[src/rtl/uart_coe_loader.sv]
// Receives a big-endian 32-bit program image over 8N1 UART and writes it to memory from word 0.
// Optional byte echo on the TX line is enabled by defining UART_COE_LOADER_ECHO_EN.
module uart_coe_loader #(
  parameter int unsigned CLK_HZ       = 100_000_000,
  parameter int unsigned BAUD         = 128000,
  parameter int unsigned ADDR_WIDTH   = 14,
  parameter int unsigned WORD_COUNT   = 16384,
  parameter int unsigned TIMEOUT_BITS = 1000
) (
  input  logic                  iFpgaClk,
  input  logic                  iFpgaRstN,
  input  logic                  iStartReceiveCoe,
  input  logic                  iFpgaUartFromPc,
  output logic                  oFpgaUartToPc,
  output logic                  oLoading,
  output logic                  oDone,
  output logic                  oFrameErr,
  output logic                  oWrEn,
  output logic [ADDR_WIDTH-1:0] oWrAddr,
  output logic [31:0]           oWrData
);

  localparam int unsigned BIT_DIV  = CLK_HZ / BAUD;
  localparam int unsigned HALF_DIV = BIT_DIV / 2;
  localparam int unsigned TOUT_CYC = TIMEOUT_BITS * BIT_DIV;
  localparam int unsigned DIV_W    = $clog2(BIT_DIV + 1);
  localparam int unsigned TOUT_W   = $clog2(TOUT_CYC + 1);

  typedef enum logic [1:0] {StIdle, StLoad, StDone} top_state_t;
  typedef enum logic [1:0] {RxIdle, RxStart, RxData, RxStop} rx_state_t;

  top_state_t            state;
  rx_state_t             rx_st;
  logic [1:0]            start_s;
  logic                  start_prev;
  logic [1:0]            rx_s;
  logic                  start_edge;
  logic                  rx_sync;
  logic [DIV_W-1:0]      rx_cnt;
  logic [2:0]            bit_idx;
  logic [7:0]            rx_byte;
  logic [31:0]           word;
  logic [1:0]            byte_cnt;
  logic [ADDR_WIDTH-1:0] word_idx;
  logic [TOUT_W-1:0]     tout_cnt;
  logic                  got_byte;
  logic                  wr_req;
  logic                  last_wr;
`ifdef UART_COE_LOADER_ECHO_EN
  logic                  byte_ok;
`endif

  assign start_edge = start_s[1] & ~start_prev;
  assign rx_sync    = rx_s[1];
  assign oLoading   = (state == StLoad);
  assign oDone      = (state == StDone);

  always_ff @(posedge iFpgaClk or negedge iFpgaRstN) begin
    if (!iFpgaRstN) begin
      start_s    <= 2'b00;
      start_prev <= 1'b0;
      rx_s       <= 2'b11;
    end else begin
      start_s    <= {start_s[0], iStartReceiveCoe};
      start_prev <= start_s[1];
      rx_s       <= {rx_s[0], iFpgaUartFromPc};
    end
  end

  always_ff @(posedge iFpgaClk or negedge iFpgaRstN) begin
    if (!iFpgaRstN) begin
      state     <= StIdle;
      rx_st     <= RxIdle;
      rx_cnt    <= '0;
      bit_idx   <= '0;
      rx_byte   <= '0;
      word      <= '0;
      byte_cnt  <= '0;
      word_idx  <= '0;
      tout_cnt  <= '0;
      got_byte  <= 1'b0;
      wr_req    <= 1'b0;
      last_wr   <= 1'b0;
      oFrameErr <= 1'b0;
      oWrEn     <= 1'b0;
      oWrAddr   <= '0;
      oWrData   <= '0;
`ifdef UART_COE_LOADER_ECHO_EN
      byte_ok   <= 1'b0;
`endif
    end else begin
      oWrEn <= 1'b0;
`ifdef UART_COE_LOADER_ECHO_EN
      byte_ok <= 1'b0;
`endif
      if (state != StLoad) begin
        rx_st <= RxIdle;
        if (start_edge) begin
          state     <= StLoad;
          word_idx  <= '0;
          byte_cnt  <= '0;
          tout_cnt  <= '0;
          got_byte  <= 1'b0;
          wr_req    <= 1'b0;
          last_wr   <= 1'b0;
          oFrameErr <= 1'b0;
        end
      end else begin
        if (wr_req) begin
          oWrEn    <= 1'b1;
          oWrAddr  <= word_idx;
          oWrData  <= word;
          word_idx <= word_idx + 1'b1;
          wr_req   <= 1'b0;
          last_wr  <= (word_idx == ADDR_WIDTH'(WORD_COUNT - 1));
        end
        // A pending write always drains before a timeout is allowed to end the load.
        if (last_wr) begin
          state <= StDone;
        end else if (tout_cnt == TOUT_W'(TOUT_CYC) && !wr_req) begin
          state <= StDone;
        end

        unique case (rx_st)
          RxIdle: begin
            if (!rx_sync) begin
              rx_st    <= RxStart;
              rx_cnt   <= '0;
              tout_cnt <= '0;
            end else if (got_byte && tout_cnt != TOUT_W'(TOUT_CYC)) begin
              tout_cnt <= tout_cnt + 1'b1;
            end
          end
          RxStart: begin
            if (rx_cnt == DIV_W'(HALF_DIV - 1)) begin
              rx_cnt  <= '0;
              bit_idx <= '0;
              rx_st   <= rx_sync ? RxIdle : RxData;
            end else begin
              rx_cnt <= rx_cnt + 1'b1;
            end
          end
          RxData: begin
            if (rx_cnt == DIV_W'(BIT_DIV - 1)) begin
              rx_cnt  <= '0;
              rx_byte <= {rx_sync, rx_byte[7:1]};
              if (bit_idx == 3'd7) begin
                rx_st <= RxStop;
              end else begin
                bit_idx <= bit_idx + 1'b1;
              end
            end else begin
              rx_cnt <= rx_cnt + 1'b1;
            end
          end
          RxStop: begin
            if (rx_cnt == DIV_W'(BIT_DIV - 1)) begin
              rx_cnt <= '0;
              rx_st  <= RxIdle;
              if (rx_sync) begin
                word     <= {word[23:0], rx_byte};
                got_byte <= 1'b1;
`ifdef UART_COE_LOADER_ECHO_EN
                byte_ok  <= 1'b1;
`endif
                if (byte_cnt == 2'd3) begin
                  byte_cnt <= '0;
                  wr_req   <= 1'b1;
                end else begin
                  byte_cnt <= byte_cnt + 1'b1;
                end
              end else begin
                oFrameErr <= 1'b1;
              end
            end else begin
              rx_cnt <= rx_cnt + 1'b1;
            end
          end
          default: rx_st <= RxIdle;
        endcase
      end
    end
  end

`ifdef UART_COE_LOADER_ECHO_EN
  logic             tx_line;
  logic             tx_busy;
  logic             tx_free;
  logic [8:0]       tx_shift;
  logic [DIV_W-1:0] tx_cnt;
  logic [3:0]       tx_left;

  // The final stop-bit cycle counts as free so back-to-back bytes are not dropped.
  assign tx_free = !tx_busy || (tx_cnt == '0 && tx_left == '0);

  always_ff @(posedge iFpgaClk or negedge iFpgaRstN) begin
    if (!iFpgaRstN) begin
      tx_line  <= 1'b1;
      tx_busy  <= 1'b0;
      tx_shift <= '0;
      tx_cnt   <= '0;
      tx_left  <= '0;
    end else if (state != StLoad) begin
      tx_line <= 1'b1;
      tx_busy <= 1'b0;
    end else if (byte_ok && tx_free) begin
      tx_line  <= 1'b0;
      tx_shift <= {1'b1, rx_byte};
      tx_cnt   <= DIV_W'(BIT_DIV - 1);
      tx_left  <= 4'd9;
      tx_busy  <= 1'b1;
    end else if (tx_busy) begin
      if (tx_cnt != '0) begin
        tx_cnt <= tx_cnt - 1'b1;
      end else if (tx_left == '0) begin
        tx_busy <= 1'b0;
      end else begin
        tx_line  <= tx_shift[0];
        tx_shift <= {1'b0, tx_shift[8:1]};
        tx_cnt   <= DIV_W'(BIT_DIV - 1);
        tx_left  <= tx_left - 1'b1;
      end
    end
  end

  assign oFpgaUartToPc = tx_line;
`else
  assign oFpgaUartToPc = 1'b1;
`endif

endmodule

[config.mk]
export PLATFORM = sky130hd
export DESIGN_NAME = uart_coe_loader
export DESIGN_NICKNAME = d
export VERILOG_FILES = /design/src/rtl/uart_coe_loader.sv
export SDC_FILE = /design/constraint.sdc
export NUM_CORES = 1
export LEC_CHECK = 0
export CORE_MARGIN = 2
export CORE_UTILIZATION = 50
export CTS_CLUSTER_SIZE = 8
export DETAILED_ROUTE_END_ITERATION = 8
export DONT_BUFFER_PORTS = 1
export PLACE_DENSITY_LB_ADDON = 0.2
export SETUP_SLACK_MARGIN = 0.2
export SKIP_LAST_GASP = 1
export SLEW_MARGIN = 30
export SYNTH_ARGS = -nofsm -noshare
export SYNTH_HDL_FRONTEND = slang
export SYNTH_SLANG_ARGS = --single-unit
[constraint.sdc]
create_clock -name iFpgaClk -period 5.05 [get_ports iFpgaClk]
set_clock_uncertainty 0.1 [all_clocks]
set_input_delay 1.01 -clock iFpgaClk [delete_from_list [all_inputs] [get_ports iFpgaClk]]
set_output_delay 1.01 -clock iFpgaClk [all_outputs]
set_load 0.03 [all_outputs]
==> PnR_summary.wiki <==
{| class="wikitable"
! Metric !! Value
|-
| Leading cell type in the layout, fill and taps excluded || nand2_1
|-
| Most frequently used flop master after synthesis || dfrtp_1
|-
| Number of max-slew violations in the final report || 0
|-
| Number of maximum-capacitance constraint violations || 0
|-
| H-tree depth || 4
|-
| Pin count of the biggest net entering global routing || 150
|-
| Status || complete, no violations
|-
| Number of synthesized flops with an enable pin || 0
|-
| Num ports || 55
|-
| Cts-stage hold buffer count || 0
|-
| Longest individual stage delay on the worst path || 0.44 ns
|-
| Final clock period utilization by the worst path || 59.7%
|-
| Hold Violations, Final || 0
|-
| Commonest non-fill, non-tap cells in the layout || nand2_1 (176), dfrtp_1 (147), nor2_1 (33)
|-
| Via count of the first global-routing pass || 4571
|-
| Cell seen most often among critical-path stages || buf_4
|-
| Worst relative slew slack || 39.6%
|-
| Layout overhead on the synthesized area || 9.88%
|-
| Total iterations of the first detailed-routing run || 5
|-
| Root buffer cell || clkbuf_16
|-
| Placed wire-length estimate after detailed placement || 8360 um
|-
| Width of the chip || 120 um
|-
| Cells along the critical path || nand2b_1 > inv_2 > nand2_1 > buf_4 > inv_1 > buf_4 > and3_1 > nand4_1 > xor2_1 > nor2_1
|-
| Minimum clock period after layout || 3.02 ns
|-
| Number of nets produced by synthesis || 639
|-
| Post-placement cell count || 779
|-
| IR drop worst, VDD || 0.167 mV
|-
| Via/cell ratio || 5.56
|-
| Total number of placement rows || 42
|-
| Synthesized instance count || 626
|-
| Input/output buffers || 0
|-
| Class of the worst hold path || in2async
|-
| Type of the worst setup path || reg2reg
|-
| Area used by multi-input combinational logic || 2720 um^2
|-
| Die Ht || 120 um
|-
| Power density cells || 360 nW/um^2
|-
| Sequential area share after synthesis || 55.9%
|-
| Data arrival time of the critical path || 3.18 ns
|-
| Number of distinct library cells after synthesis || 66
|-
| Fraction of registers with async set or reset after synthesis || 100%
|-
| Count of buffer and inverter cells on the critical path || 4
|-
| Setup violators final || 0
|-
| CP Launch Type || register
|-
| Maximum buffer depth of the clock tree || 2
|-
| Initial antenna violation count || 0
|-
| Wire length of the first global-routing pass || 22400 um
|-
| Required arrival time at the worst endpoint || 5.22 ns
|-
| Mean routed wirelength per cell || 16.0 um
|-
| Core Area || 13100 um^2
|-
| Clock transition at the registers of the reported paths || 0.06 ns
|-
| Fraction of layout instances using a drive strength above 1 || 14.6%
|-
| Post_cts resized || 0
|-
| Later-pin clock latency in the skew report || 0.42 ns
|-
| Cell area after synthesis || 6680 um^2
|-
| CTS tree || done
|-
| Gpl congestion || 0.855
|-
| Total die area || 14300 um^2
|-
| Yosys synthesis warning count || 0
|-
| Post-detailed-route DRC marker count || 0
|-
| Final non-filler cell total || 811
|-
| Number of buffers inserted during clock tree synthesis || 17
|-
| Number of sinks handled by clock tree synthesis || 149
|-
| Worst-Margin Slew || 0.902 ns
|-
| Kind of capture point of the worst setup path || register
|-
| RSZ-0062 raised after global routing || no
|-
| Achievable Freq || 332 MHz
|-
| Overall power after layout || 2.64 mW
|-
| Via count || 4507
|-
| Post-CTS Setup Repair Bufs || 0
|-
| Utilization after layout || 55.8%
|-
| Per-instance average area after synthesis || 10.7 um^2
|-
| Overall Global Routing Usage || 19.5%
|-
| Starting Density || 50.8%
|-
| Total negative setup slack || 0 ns
|-
| Count of filler cells inserted in the layout || 1189
|-
| Initial DRC Count || 265
|-
| Antenna diode count || 0
|-
| Maximum fanout along the worst path || 50
|-
| Net count, final || 635
|-
| Cell at the slowest stage of the critical path || buf_4
|-
| Grt ovf || 0
|-
| Wirelength, routed || 13000 um
|-
| Family with the most delay on the worst path || buffers and inverters
|-
| Area used by sequential logic in the layout || 3730 um^2
|-
| FF+latch count, synth || 149
|-
| Remaining number of nets flagged by the antenna check after routing || 0
|-
| Leakage power || 3.58 nW
|}
==> stage by stage <==
| stage | setup slack, ns | cell area, um^2 | hold slack (ns) |
|---|---|---|---|
| 3_5_place_dp | 2.00 | 6740 | 0.238 |
| 2_1_floorplan | 2.80 | 6680 | 0.231 |
| 6_report | 2.03 | 7330 | 0.183 |
| 3_3_place_gp | 2.09 | 6730 | 0.235 |
| 4_1_cts | 1.98 | 7330 | 0.168 |
| 5_1_grt | 1.70 | 7330 | 0.167 |
==> sequential cells by signal (all words and copies together) (netlist names), 3 cells and up <==
register  flops
word_idx     14
word         32
tout_cnt     20
oWrData      32
oWrAddr      14
rx_byte       8
bit_idx       3
rx_cnt       10
==> cell type report <==
type                            count  share of cell area [%]
Multi-Input combinational cell    439                    37.1
Inverter                           13                   0.665
Clock buffer                       21                    6.14
Timing Repair Buffer                2                   0.205
Tap cell                          176                    3.00
Sequential cell                   149                    50.9
Clock inverter                     11                    2.03
==> report_power, final <==
| group | switching (mW) | total, mW | internal [mW] | leakage (nW) |
|---|---|---|---|---|
| clock | 0.489 | 1.28 | 0.793 | 0.284 |
| sequential | 0.0347 | 1.26 | 1.22 | 2.05 |
| combinational | 0.0490 | 0.0984 | 0.0494 | 1.25 |
| total | 0.573 | 2.64 | 2.06 | 3.58 |
==> routing by layer <==
layer  GRT usage [%]  routed length [um]  up-vias
li1                -                   -     2156
met1            27.0                6210     2246
met2            29.8                6000       89
met3            6.04                 626       16
met4            6.03                 146        0
met5               0                   0        -
==> logic make-up (layout without fill, tap and decap cells) <==
kind of cell	after synthesis	after routing	share of synthesized area [%]
AND/OR/NAND/NOR	290	290	19.9
flip-flops	149	149	55.9
AO/OA/AOI/OAI	82	82	8.64
multiplexers	46	46	8.92
buffers and inverters	38	47	3.41
XOR/XNOR	11	11	1.44
adder cells (fa/ha/maj)	9	9	1.69
other	1	1	0.0562
==> cells in the mapped netlist, types with 3 or more instances <==
cell	n	share of area, %
nand2_1	176	9.9
dfrtp_1	147	55
nor2_1	33	1.9
mux2_2	27	4.6
o21ai_0	25	1.9
mux2_4	17	3.8
nand3_1	15	1.1
clkbuf_1	13	0.73
inv_1	12	0.67
a22o_1	10	1.3
nor3_1	10	0.75
ha_1	9	1.7
nand4_1	9	0.84
a31oi_1	8	0.75
nor4_1	7	0.66
and3_1	6	0.56
o31ai_1	6	0.67
xnor2_1	6	0.79
a21oi_1	5	0.37
o41ai_1	5	0.66
xor2_1	5	0.66
and2_1	4	0.37
nor2b_1	4	0.37
a2bb2oi_1	3	0.39
and4_1	3	0.39
buf_1	3	0.17
buf_12	3	0.90
clkbuf_8	3	0.62
nand2b_1	3	0.28
or3_1	3	0.28
==> final timing paths <==
kind,startpoint,endpoint,slack (ns),depth (start not counted)
min in group iFpgaClk,rx_s[0],rx_s[1],0.26,0
hold reg to reg,rx_s[0],rx_s[1],0.26,0
setup / recovery,state[1],word_idx[6],2.03,10
max in group asynchronous,iFpgaRstN,rx_s[1],4.42,0
setup reg to reg,state[1],word_idx[6],2.03,10
hold / removal,iFpgaRstN,tout_cnt[2],0.18,0
Power figures use the tool's default switching activity.
